$ cat src/rtl/comm_pkg.sv
// Shared constants and helpers for the comm-path FIFOs.
package comm_pkg;

    localparam int DEF_DATA_W      = 32;
    localparam int ADC_FIFO_DEPTH  = 16;
    localparam int UART_FIFO_DEPTH = 16;

    // Ceiling log2, usable in parameter expressions.
    function automatic int clog2(input int v);
        int r;
        r = 0;
        while ((1 << r) < v) r++;
        return r;
    endfunction

endpackage

$ cat src/rtl/fifo_mem_sdp.sv
// Simple dual-port RAM: one write port, one read port (registered or async).
module fifo_mem_sdp #(
    parameter int DATA_W = 32,
    parameter int DEPTH  = 16,
    parameter int PTR_W  = 4,
    parameter int REG_RD = 1
) (
    input  logic              clk,
    input  logic              rst,
    input  logic              wr_en,
    input  logic [PTR_W-1:0]  wr_addr,
    input  logic [DATA_W-1:0] wr_data,
    input  logic              rd_en,
    input  logic [PTR_W-1:0]  rd_addr,
    output logic [DATA_W-1:0] rd_data
);

    logic [DATA_W-1:0] mem [DEPTH];

    // Storage write; contents are deliberately never reset.
    always_ff @(posedge clk) begin
        if (wr_en) mem[wr_addr] <= wr_data;
    end

    if (REG_RD != 0) begin : g_reg_rd
        // Output register loads only on a pop and holds otherwise.
        always_ff @(posedge clk) begin
            if (rst)        rd_data <= '0;
            else if (rd_en) rd_data <= mem[rd_addr];
        end
    end else begin : g_async_rd
        logic unused_rd_ctl;
        assign unused_rd_ctl = rst ^ rd_en;
        assign rd_data = mem[rd_addr];
    end

endmodule

$ cat src/rtl/data_fifo_flags.sv
// Synchronous FIFO with level, almost thresholds, sticky errors, flush, FWFT option.
module data_fifo_flags
    import comm_pkg::*;
#(
    parameter int DATA_W    = DEF_DATA_W,
    parameter int DEPTH     = 16,
    parameter int PTR_W     = clog2(DEPTH),
    parameter int FWFT      = 0,
    parameter int AF_THRESH = 12,
    parameter int AE_THRESH = 2
) (
    input  logic              clk,
    input  logic              rst,
    input  logic              flush,
    input  logic              wr_en,
    input  logic [DATA_W-1:0] wr_data,
    input  logic              rd_en,
    output logic [DATA_W-1:0] rd_data,
    output logic              rd_valid,
    output logic              full,
    output logic              empty,
    output logic              almost_full,
    output logic              almost_empty,
    output logic [PTR_W:0]    level,
    output logic              overflow,
    output logic              underflow,
    input  logic              err_clr
);

    if (DEPTH < 2 || (DEPTH & (DEPTH - 1)) != 0 || PTR_W != clog2(DEPTH) ||
        AF_THRESH > DEPTH || AE_THRESH >= DEPTH || AF_THRESH < 0 || AE_THRESH < 0) begin : g_bad_params
        $error("data_fifo_flags: illegal DEPTH/PTR_W/threshold parameters");
    end

    localparam logic [PTR_W:0] DEPTH_L = (PTR_W+1)'(DEPTH);
    localparam logic [PTR_W:0] AF_L    = (PTR_W+1)'(AF_THRESH);
    localparam logic [PTR_W:0] AE_L    = (PTR_W+1)'(AE_THRESH);

    logic [PTR_W-1:0] wr_ptr, rd_ptr;
    logic [PTR_W:0]   level_nxt;
    logic             wr_acc, rd_acc;
    logic             ovf_set, udf_set;

    // Accept decisions use pre-edge flags; flush discards both requests.
    assign rd_acc  = rd_en & ~empty & ~flush;
    assign wr_acc  = wr_en & (~full | rd_acc) & ~flush;
    assign ovf_set = wr_en & ~wr_acc & ~flush;
    assign udf_set = rd_en & ~rd_acc & ~flush;

    // Next fill level from the accepted push/pop pair.
    always_comb begin
        level_nxt = level;
        case ({wr_acc, rd_acc})
            2'b10:   level_nxt = level + 1'b1;
            2'b01:   level_nxt = level - 1'b1;
            default: level_nxt = level;
        endcase
    end

    // Pointers, level and registered flags (flags follow next-level so they align with level).
    always_ff @(posedge clk) begin
        if (rst || flush) begin
            wr_ptr       <= '0;
            rd_ptr       <= '0;
            level        <= '0;
            full         <= 1'b0;
            empty        <= 1'b1;
            almost_full  <= 1'b0;
            almost_empty <= 1'b1;
        end else begin
            if (wr_acc) wr_ptr <= wr_ptr + 1'b1;
            if (rd_acc) rd_ptr <= rd_ptr + 1'b1;
            level        <= level_nxt;
            full         <= (level_nxt == DEPTH_L);
            empty        <= (level_nxt == '0);
            almost_full  <= (level_nxt >= AF_L);
            almost_empty <= (level_nxt <= AE_L);
        end
    end

    // Sticky error flags; a new error in the clearing cycle wins.
    always_ff @(posedge clk) begin
        if (rst) begin
            overflow  <= 1'b0;
            underflow <= 1'b0;
        end else begin
            if (ovf_set)      overflow <= 1'b1;
            else if (err_clr) overflow <= 1'b0;
            if (udf_set)      underflow <= 1'b1;
            else if (err_clr) underflow <= 1'b0;
        end
    end

    fifo_mem_sdp #(
        .DATA_W (DATA_W),
        .DEPTH  (DEPTH),
        .PTR_W  (PTR_W),
        .REG_RD ((FWFT != 0) ? 0 : 1)
    ) u_mem (
        .clk     (clk),
        .rst     (rst),
        .wr_en   (wr_acc),
        .wr_addr (wr_ptr),
        .wr_data (wr_data),
        .rd_en   (rd_acc),
        .rd_addr (rd_ptr),
        .rd_data (rd_data)
    );

    if (FWFT != 0) begin : g_fwft
        assign rd_valid = ~empty;
    end else begin : g_regrd
        // One-cycle valid pulse accompanying each popped word.
        always_ff @(posedge clk) begin
            if (rst) rd_valid <= 1'b0;
            else     rd_valid <= rd_acc;
        end
    end

endmodule

$ cat config.mk
export PLATFORM = sky130hd
export DESIGN_NAME = data_fifo_flags
export DESIGN_NICKNAME = d
export VERILOG_FILES = /design/src/rtl/comm_pkg.sv /design/src/rtl/fifo_mem_sdp.sv /design/src/rtl/data_fifo_flags.sv
export SDC_FILE = /design/constraint.sdc
export NUM_CORES = 1
export LEC_CHECK = 0
export ABC_AREA = 1
export CAP_MARGIN = 10
export CORE_MARGIN = 1
export CORE_UTILIZATION = 51
export CTS_BUF_LIST = sky130_fd_sc_hd__clkbuf_4 sky130_fd_sc_hd__clkbuf_8
export CTS_CLUSTER_DIAMETER = 120
export DETAILED_ROUTE_END_ITERATION = 12
export GPL_ROUTABILITY_DRIVEN = 0
export PLACE_DENSITY = 0.69
export SETUP_SLACK_MARGIN = 0.2
export SLEW_MARGIN = 0
export SYNTH_ARGS = -nofsm -noshare
export SYNTH_HDL_FRONTEND = slang
export SYNTH_SLANG_ARGS = --single-unit
$ cat constraint.sdc
create_clock -name clk -period 3.15 [get_ports clk]
set_input_delay 0.4725 -clock clk [delete_from_list [all_inputs] [get_ports clk]]
set_output_delay 0.4725 -clock clk [all_outputs]
set_load 0.1 [all_outputs]
==> results of run 1 <==
==> flip-flops by register name, summed over array words and instances, names as in the netlist <==
signal         count
u_mem.rd_data     32
level              5
u_mem.mem        512
full               1
rd_ptr             4
overflow           1
almost_full        1
wr_ptr             4
underflow          1
rd_valid           1
almost_empty       1
empty              1
==> stage by stage <==
stage / utilization / hold slack (ns) / worst slack, ns
floorplan: - / 0.478 / -0.00430
global placement: 0.560 / 0.453 / 0.384
detailed placement: 0.560 / 0.461 / 0.290
CTS: 0.602 / 0.269 / 0.510
global route: 0.602 / 0.292 / 0.486
finish: 0.602 / 0.309 / 0.573
==> routing by layer <==
layer  up-vias  wire length (µm)  share of wire
met5         -                 0              0
met4         0              1160          0.021
met3        76              4910          0.089
met2       655             25700           0.47
met1      7148             23200           0.42
li1       6822                 -              -
==> layout by cell type, fill, tap and decap left out, types with 33 or more instances in the layout <==
master and count:
a21oi_1 42, buf_4 65, clkbuf_4 33, clkbuf_8 104, clkdlybuf4s50_1 40, dfxtp_1 48
edfxtp_1 512, inv_1 89, nand2_1 72, nand3_1 139, nor2_1 406, o211ai_1 96
o21ai_0 169, o21ai_1 95
==> kinds of logic (layout without fill, tap and decap cells) <==
| family | count (synthesis) | in the layout | synth area share |
|---|---|---|---|
| AO/OA/AOI/OAI | 403 | 403 | 0.101 |
| adder cells (fa/ha/maj) | 9 | 9 | 0.00501 |
| flip-flops | 564 | 564 | 0.730 |
| buffers and inverters | 212 | 389 | 0.0415 |
| multiplexers | 1 | 1 | 0.000445 |
| XOR/XNOR | 2 | 2 | 0.000779 |
| AND/OR/NAND/NOR | 663 | 663 | 0.122 |
==> worst paths after layout <==
check / depth (start not counted) / endpoint
setup reg to reg: 17 / almost_empty$_SDFF_PP1_
hold / removal: 4 / empty$_SDFF_PP1_
hold reg to reg: 2 / underflow$_SDFFE_PP0P_
setup / recovery: 1 / overflow
==> power by group through the flow <==
| stage | Sequential (W) | Combinational, W | Clock [W] |
|---|---|---|---|
| final | 0.00822 | 0.000582 | 0.00622 |
| after global routing | 0.00822 | 0.000624 | 0.00663 |
| after CTS | 0.00822 | 0.000582 | 0.00633 |
| after detailed placement | 0.00838 | 0.000581 | 0 |
| after global placement | 0.00838 | 0.000572 | 0 |
| after floorplan | 0.00850 | 0.000175 | 0 |
==> cell type report <==
class | count | area share
Sequential cell | 564 | 0.631
Multi-Input combinational cell | 1078 | 0.202
Clock buffer | 137 | 0.0645
Timing Repair Buffer | 133 | 0.0551
Tap cell | 585 | 0.0281
Inverter | 94 | 0.0139
Clock inverter | 25 | 0.00548
==> reports/metrics.csv, run 1 <==
stage,metric,value,unit
status,outcome,completed,
grt,largest net degree at the start of global routing,138,
grt,met3 Use GR,0.0565,
min_path,hold crit path type,in2reg,
floorplan,die area,44900,µm²
timing,final hold viol count,0,
grt,Most Crowded Layer GR,met2,
cts,setup repair bufs after CTS,0,
yosys,synth top area cells,"edfxtp_1 (68%), nor2_1 (7.0%), dfxtp_1 (4.6%), o21ai_0 (3.8%), o211ai_1 (3.2%)",
timing,Max Fclk,388,MHz
min_path,hold_sp,rst,
detailed_routing,Routed wire per std cell,21.0,µm
yosys,sequential area share after synthesis,0.730,
timing,RSZ-0062 raised after global routing,false,
cts,Post-CTS Resized,0,
setup_path,kind of critical path,reg2out,
run,Max-Cap Viols,0,
yosys,top_reg_cell synth,edfxtp_1,
power,clock share of power,0.414,
cells_and_area,fin area,26000,µm²
power,Pwr per Cell Area,577,nW/µm²
detailed_routing,vias per inst,5.62,
yosys,asr flop ratio synth,0,
floorplan,Die Y,212,µm
yosys,syn_nets,1901,
cells_and_area,Multi-input gate area,5260,µm²
power,Gate power share,0.039,
cts,CTS buffer count,86,
setup_path,CP max-delay cell,clkdlybuf4s50_1,
cells_and_area,share of layout cells above drive strength 1,0.144,
cells_and_area,antenna cell count,0,
cts,CTS tree,done,
yosys,"FF+latch count, synth",564,
yosys,share of the synthesized area in the top cell type,0.684,
placement,Post-Place Cells,2454,
timing,Pins Over Slew Limit,0,
grt,vias in the first global route,14225,
timing,Worst-Margin Slew,0.979,ns
grt,first-pass GRT wire length,83700,µm
timing,Rel. slew slack,0.345,
power,Peak VDD IR,0.000334,V
power,Static Leak,8.82,nW
yosys,Netlist Area Pre-Place,22500,µm²
cts,CTS Root Cell,clkbuf_8,
detailed_routing,DR vias,14701,
cells_and_area,Fillers,3329,
floorplan,Boundary Pins,82,
detailed_routing,DRT Pass-1 Iters,5,
detailed_routing,DRC errors left,0,
grt,grt met2 use,0.392,
setup_path,crit path max fanout,2,
yosys,most frequent cell after synthesis,edfxtp_1,
yosys,list of most frequent post-synthesis cells,"edfxtp_1 (512), nor2_1 (422), o21ai_0 (169)",
floorplan,core area,43300,µm²
timing,Final min period,2.58,ns
yosys,"Distinct cells, synth",26,
cts,H-Tree Depth,3,
grt,"Remaining Overflow, GRT",0,
setup_path,FF-to-FF setup slack,0.91,ns
setup_path,Crit path required time,2.68,ns
setup_path,WP buf/inv,1,
cts,clock buffer depth,3,
cells_and_area,final non-filler cell total,2616,
timing,Final Cycle Share,0.818,
power,"Power, Total",0.0150,W
grt,M1 GR Usage,0.347,
placement,# port buffers,81,
detailed_routing,Routed Antenna Nets,0,
setup_path,"Critical Path, Cell by Cell",clkdlybuf4s50_1,
detailed_routing,Iteration-0 DRC Markers,1631,
cells_and_area,sequential standard cell area,16400,µm²
cts,Worst-path clk slew,0.06,ns
power,cell internal pwr,0.0118,W
timing,final setup fails,0,
power,Net Sw Frac,0.214,
power,Sw Pwr,0.00322,W
floorplan,Initial Util,0.520,
setup_path,CP arrival,2.10,ns
setup_path,startpoint types,flop,
yosys,Mean Syn Cell Area,12.1,µm²
cells_and_area,nets,2004,
timing,final setup TNS,0,ns
cts,cts hold-fix bufs,0,
yosys,YS warnings,0,
setup_path,crit-path leading delay family,buffers and inverters,
grt,initial antenna violation count,0,
timing,clock skew,0.0204,ns
setup_path,critical path's largest stage delay,1.13,ns
placement,Area after DPL,24200,µm²
cts,clock sink count,564,
setup_path,CP endpoint kind,output port,
yosys,Synth Instances,1854,
power,register share of total power,0.547,
cells_and_area,Layout area overhead,15.8,%
floorplan,Die Width,212,µm
yosys,post-synth top area cell,edfxtp_1,
cts,clk_lat worst skew,0.64,ns
setup_path,critical path launch point,overflow$_SDFFE_PP0P_,
grt,Overall Global Routing Usage,0.251,
yosys,Post-synth EDFFs,512,
placement,Post-DP HPWL,32300,µm
setup_path,r2r startpoint,empty$_SDFF_PP1_,
detailed_routing,Detailed Route WL,55000,µm
floorplan,Rows,76,
No activity file was read; power rests on OpenSTA's default activity.
==> run 2: changes to the inputs <==
clock period = 2.5 ns   (was 3.15 ns; I/O delays follow)
==> run 2 against run 1 <==
  * Clock power increased by 25%
  * Sequential power grew 27%
  * Total power grew 25%
  * Core utilization rose by 0.68 points
  * Clock-buffer cell count down 2
  * Non-clock buffer count grew 31
  * Cell count grew 1.3%
  * First-iteration DRC count decreased by 2.1%
  * Critical path type is now reg2reg
  * Critical endpoint is now full$_SDFF_PP0_
==> reports/metrics.csv, run 2 (synthesized netlist as in run 1, its figures left out) <==
stage,metric,value,unit,change
status,outcome,completed,,unchanged
cells_and_area,fin area,26300,µm²,"was 26,000 µm²"
cells_and_area,Layout area overhead,17.1,%,was 15.8%
setup_path,crit path max fanout,5,,was 2
setup_path,Crit path required time,3.08,ns,was 2.68 ns
power,Static Leak,9.01,nW,was 8.82 nW
cells_and_area,most common library cell in the layout ignoring fill and taps,edfxtp_1,,unchanged
setup_path,CP endpoint kind,flop,,was output port
cells_and_area,nets,2038,,"was 2,004"
detailed_routing,DR vias,14913,,"was 14,701"
detailed_routing,Routed Antenna Nets,0,,unchanged
cts,CTS Root Cell,clkbuf_8,,unchanged
placement,Area after DPL,24500,µm²,"was 24,200 µm²"
detailed_routing,vias per inst,5.63,,was 5.62
power,"Power, Total",0.0188,W,was 0.0150 W
timing,Final Cycle Share,0.857,,
cells_and_area,largest register by flop count,u_mem.mem,,unchanged
floorplan,Rows,76,,unchanged
floorplan,Boundary Pins,82,,unchanged
grt,"Remaining Overflow, GRT",0,,unchanged
cts,H-Tree Depth,3,,unchanged
timing,Worst-Margin Slew,0.872,ns,was 0.979 ns
cells_and_area,max FFs per register,512,,unchanged
timing,Max Fclk,467,MHz,
power,register share of total power,0.550,,was 0.547
grt,initial antenna violation count,0,,unchanged
grt,Overall Global Routing Usage,0.252,,was 0.251
setup_path,CP arrival,2.72,ns,was 2.10 ns
grt,first-pass GRT wire length,84600,µm,"was 83,700 µm"
timing,final setup TNS,0,ns,unchanged
floorplan,Die Width,212,µm,unchanged
timing,Pins Over Slew Limit,0,,unchanged
cts,CTS buffer count,89,,was 86
cells_and_area,antenna cell count,0,,unchanged
power,clock share of power,0.412,,was 0.414
detailed_routing,DRC errors left,0,,unchanged
cells_and_area,fin util,0.609,,was 0.602
cts,CTS tree,done,,unchanged
detailed_routing,Iteration-0 DRC Markers,1597,,"was 1,631"
floorplan,Die Y,212,µm,unchanged
power,Pwr per Cell Area,716,nW/µm²,was 577 nW/µm²
placement,Post-DP HPWL,31800,µm,"was 32,300 µm"
power,cell internal pwr,0.0147,W,was 0.0118 W
timing,WHS,0.341,ns,was 0.309 ns
run,Max-Cap Viols,0,,unchanged
detailed_routing,DRT Pass-1 Iters,5,,unchanged
power,Gate power share,0.038,,was 0.039
cts,clock sink count,564,,unchanged
floorplan,die area,44900,µm²,unchanged
cts,Post-CTS Resized,0,,unchanged
cts,cts hold-fix bufs,0,,unchanged
cts,clock buffer depth,3,,unchanged
floorplan,core area,43300,µm²,unchanged
timing,Rel. slew slack,0.419,,was 0.345
setup_path,startpoint types,flop,,unchanged
cells_and_area,Regs by FF count,"u_mem.mem x512, u_mem.rd_data x32, level x5",,unchanged
timing,Final min period,2.14,ns,
power,Sw Pwr,0.00410,W,was 0.00322 W
cells_and_area,Fillers,3335,,"was 3,329"
min_path,hold crit path type,in2reg,,unchanged
timing,final hold viol count,0,,unchanged
power,Net Sw Frac,0.218,,was 0.214
timing,final setup fails,0,,unchanged
setup_path,kind of critical path,reg2reg,,was reg2out
cts,setup repair bufs after CTS,0,,unchanged
cts,clk_lat worst skew,0.65,ns,was 0.64 ns
timing,RSZ-0062 raised after global routing,false,,unchanged
placement,# port buffers,81,,unchanged
floorplan,Initial Util,0.520,,unchanged
detailed_routing,Routed wire per std cell,20.7,µm,was 21.0 µm
grt,largest net degree at the start of global routing,151,,was 138
cells_and_area,share of layout cells above drive strength 1,0.163,,was 0.144
cts,Worst-path clk slew,0.06,ns,about the same
grt,vias in the first global route,14778,,"was 14,225"
detailed_routing,Detailed Route WL,54800,µm,"was 55,000 µm"
cells_and_area,most frequent cells in the layout,"edfxtp_1 (512), nor2_1 (405), o21ai_0 (169)",,"was edfxtp_1 (512), nor2_1 (406), o21ai_0 (169)"
timing,clock skew,0.0327,ns,was 0.0204 ns
power,Peak VDD IR,0.000379,V,was 0.000334 V
==> run 2: cell count changes in the layout (fill, tap and decap cells not counted), sizes merged, moves of 2 or more <==
cell	delta
clkdlybuf4s50	-4
buf	+35
inv	+3
clkinvlp	-2
clkinv	+4
clkbuf	-2
==> run 2: power by group through the flow <==
| stage | Clock (W) | Combinational, W | Sequential (W) |
|---|---|---|---|
| global route | 0.00827 | 0.000772 | 0.0104 |
| global placement | 0 | 0.000707 | 0.0106 |
| CTS | 0.00788 | 0.000721 | 0.0104 |
| finish | 0.00776 | 0.000718 | 0.0104 |
| floorplan | 0 | 0.000221 | 0.0107 |
| detailed placement | 0 | 0.000719 | 0.0106 |
==> run 2: worst paths after layout <==
| kind | from | end | slack, ns | cells after the start |
|---|---|---|---|---|
| worst max-delay path | empty$_SDFF_PP1_ | full$_SDFF_PP0_ | 0.36 | 18 |
| worst min-delay path | rd_en | underflow$_SDFFE_PP0P_ | 0.34 | 3 |
| worst max register to register | empty$_SDFF_PP1_ | full$_SDFF_PP0_ | 0.36 | 18 |
| worst min register to register | overflow$_SDFFE_PP0P_ | overflow$_SDFFE_PP0P_ | 0.47 | 2 |
==> run 2: layer usage <==
metal | vias to the layer above | wire length, µm | track usage
li1 | 6883 | - | -
met1 | 7359 | 23000 | 0.341
met2 | 569 | 26900 | 0.413
met3 | 102 | 3520 | 0.0374
met4 | 0 | 1410 | 0.0932
met5 | - | 0 | 0
==> run 2: worst max-delay path, cell delays in order, from the launching register on <==
cell and delay [ns]:
dfxtp_4 0.35, nor2_1 0.13, nand2_2 0.09, nand2_1 0.07, nand2_1 0.07, ha_2 0.21, nand2_1 0.06, inv_1 0.05
nor2_2 0.12, ha_1 0.17, inv_1 0.04, nand2_1 0.10, buf_4 0.12, nand2_1 0.05, nand2_1 0.08, nand2_1 0.08
nor2_1 0.15, nand2_1 0.07, nor2_1 0.08
==> run 2: through the flow <==
stage          worst slack, ns  std cells
5_1_grt                  0.203       2649
2_1_floorplan            0.131       1854
3_5_place_dp            -0.275       2485
3_3_place_gp            -0.166       2485
6_report                 0.358       2649
4_1_cts                  0.270       2649
==> run 2: layout make-up <==
class	instances	area, µm²	area share
clock buffers	135	1650	0.0625
clock inverters	29	148	0.00561
inverters	94	364	0.0138
multi-input cells	1078	5260	0.200
flip-flops and latches	564	16400	0.624
well taps	585	732	0.0278
repair buffers	164	1740	0.0662
==> run 3: changes to the inputs <==
CORE_MARGIN = 2   (was 1)
SKIP_LAST_GASP = 1   (was not set)
==> run 3 against run 2 <==
  * First-iteration DRC count down 7.3%
  * Highest routed layer unchanged
  * Total power fell by 0.58%
  * Critical endpoint is now almost_empty$_SDFF_PP1_
  * Clock skew shrank 0.013 ns
  * Core utilization shrank 0.072 points
  * Maximum frequency is 2.5% higher
  * Clock-buffer cell count is 1 lower
==> reports/metrics.csv, run 3 (synthesized netlist as in run 1, its figures left out) <==
stage,metric,value,unit,change
min_path,hold crit path type,in2reg,,unchanged
grt,Overall Global Routing Usage,0.238,,was 0.252
power,Static Leak,8.98,nW,was 9.01 nW
cells_and_area,Layout area overhead,17.0,%,was 17.1%
timing,RSZ-0062 raised after global routing,false,,unchanged
timing,Rel. slew slack,0.490,,was 0.419
timing,Final Cycle Share,0.836,,was 0.857
cells_and_area,Fillers,3303,,"was 3,335"
power,Peak VDD IR,0.000422,V,was 0.000379 V
cts,setup repair bufs after CTS,0,,unchanged
cts,Post-CTS Resized,0,,unchanged
cts,clock sink count,564,,unchanged
floorplan,Initial Util,0.520,,unchanged
timing,final setup fails,0,,unchanged
cts,clk_lat worst skew,0.64,ns,was 0.65 ns
timing,clock skew,0.0199,ns,was 0.0327 ns
cts,CTS Root Cell,clkbuf_8,,unchanged
cells_and_area,nets,2037,,"was 2,038"
detailed_routing,DR top layer,met4,,unchanged
cts,CTS buffer count,89,,unchanged
cells_and_area,share of layout cells above drive strength 1,0.164,,was 0.163
floorplan,Die Width,214,µm,was 212 µm
floorplan,die area,45800,µm²,"was 44,900 µm²"
detailed_routing,vias per inst,5.64,,was 5.63
power,Pwr per Cell Area,712,nW/µm²,was 716 nW/µm²
timing,Pins Over Slew Limit,0,,unchanged
cells_and_area,antenna cell count,0,,unchanged
setup_path,crit path max fanout,5,,unchanged
cts,CTS tree,done,,unchanged
cells_and_area,most common library cell in the layout ignoring fill and taps,edfxtp_1,,unchanged
cts,Worst-path clk slew,0.06,ns,about the same
floorplan,Rows,76,,unchanged
setup_path,startpoint types,flop,,unchanged
grt,"Remaining Overflow, GRT",0,,unchanged
detailed_routing,Routed wire per std cell,20.5,µm,was 20.7 µm
setup_path,Crit path required time,3.02,ns,was 3.08 ns
detailed_routing,Iteration-0 DRC Markers,1481,,"was 1,597"
detailed_routing,met3 wirelength from detailed routing,4130,µm,was 3520 µm
detailed_routing,DRC errors left,0,,unchanged
grt,vias in the first global route,14675,,"was 14,778"
grt,initial antenna violation count,0,,unchanged
cells_and_area,max FFs per register,512,,unchanged
cts,clock buffer depth,3,,unchanged
placement,Post-DP HPWL,30800,µm,"was 31,800 µm"
detailed_routing,met2 wire len,26100,µm,"was 26,900 µm"
timing,Worst-Margin Slew,0.765,ns,was 0.872 ns
cts,H-Tree Depth,3,,unchanged
setup_path,kind of critical path,reg2reg,,unchanged
detailed_routing,Routed Antenna Nets,0,,unchanged
cells_and_area,most frequent cells in the layout,"edfxtp_1 (512), nor2_1 (402), o21ai_0 (168)",,"was edfxtp_1 (512), nor2_1 (405), o21ai_0 (169)"
setup_path,CP arrival,2.61,ns,was 2.72 ns
grt,largest net degree at the start of global routing,163,,was 151
cells_and_area,Regs by FF count,"u_mem.mem x512, u_mem.rd_data x32, level x5",,unchanged
floorplan,core area,43300,µm²,unchanged
detailed_routing,met1 WL,22600,µm,"was 23,000 µm"
cells_and_area,largest register by flop count,u_mem.mem,,unchanged
timing,WHS,0.328,ns,was 0.341 ns
placement,Post-Place Cells,2484,,"was 2,485"
run,Max-Cap Viols,0,,unchanged
timing,Max Fclk,479,MHz,was 467 MHz
status,outcome,completed,,unchanged
setup_path,CP endpoint kind,flop,,unchanged
floorplan,Die Y,214,µm,was 212 µm
detailed_routing,DR vias,14959,,"was 14,913"
cells_and_area,final non-filler cell total,2650,,"was 2,649"
grt,first-pass GRT wire length,84100,µm,"was 84,600 µm"
floorplan,Boundary Pins,82,,unchanged
detailed_routing,DRT Pass-1 Iters,5,,unchanged
placement,# port buffers,81,,unchanged
cts,cts hold-fix bufs,0,,unchanged
timing,final hold viol count,0,,unchanged
detailed_routing,Detailed Route WL,54400,µm,"was 54,800 µm"
timing,Final min period,2.09,ns,was 2.14 ns
==> run 3: stage by stage <==
stage / util / worst slack [ns] / TNS, ns / cell area [µm²] / power [W]
CTS: 0.607 / 0.333 / 0 / 26300 / 0.0189
global route: 0.608 / 0.207 / 0 / 26300 / 0.0193
floorplan: - / 0.131 / 0 / 22500 / 0.0109
finish: 0.608 / 0.411 / 0 / 26300 / 0.0187
global placement: 0.566 / -0.165 / -0.772 / 24500 / 0.0113
detailed placement: 0.566 / -0.196 / -0.970 / 24500 / 0.0113
==> run 3: cell type report <==
class / instances / area (µm²) / share of cell area
clock inverters: 32 / 168 / 0.00638
clock buffers: 134 / 1600 / 0.0609
flip-flops and latches: 564 / 16400 / 0.625
well taps: 585 / 732 / 0.0278
repair buffers: 163 / 1710 / 0.0651
multi-input cells: 1078 / 5290 / 0.201
inverters: 94 / 364 / 0.0138
==> run 3: layer usage <==
| layer | track usage | up-vias |
|---|---|---|
| li1 | - | 6898 |
| met1 | 0.326 | 7338 |
| met2 | 0.384 | 622 |
| met3 | 0.0373 | 101 |
| met4 | 0.0930 | 0 |
| met5 | 0 | - |
==> run 3: power breakdown <==
| part | leakage [nW] | internal (W) | total, W | switching (W) |
|---|---|---|---|---|
| Clock | 0.948 | 0.00419 | 0.00766 | 0.00347 |
| Combinational | 3.00 | 0.000193 | 0.000715 | 0.000522 |
| Sequential | 5.04 | 0.0103 | 0.0104 | 0.0000236 |
==> run 3: worst max-delay path: stages (launching register included) <==
cell and delay [ns]:
dfxtp_4 0.35, nor2_2 0.11, nand2_2 0.09, nand2_1 0.06, nand2_1 0.10, ha_4 0.20, nor2_2 0.14, nor2_2 0.07
ha_1 0.17, inv_1 0.06, nand2_2 0.06, nand3_1 0.09, nand2_1 0.06, nand2_1 0.06, nand3_1 0.06, nand2_1 0.10
nand2_2 0.07, inv_1 0.08, nor2_1 0.05
==> run 3: path summary, 6_finish.rpt <==
check	start	end	slack, ns	cells after the start
max	empty$_SDFF_PP1_	almost_empty$_SDFF_PP1_	0.41	18
min	rst	empty$_SDFF_PP1_	0.33	4
max reg2reg	empty$_SDFF_PP1_	almost_empty$_SDFF_PP1_	0.41	18
min reg2reg	overflow$_SDFFE_PP0P_	overflow$_SDFFE_PP0P_	0.48	2
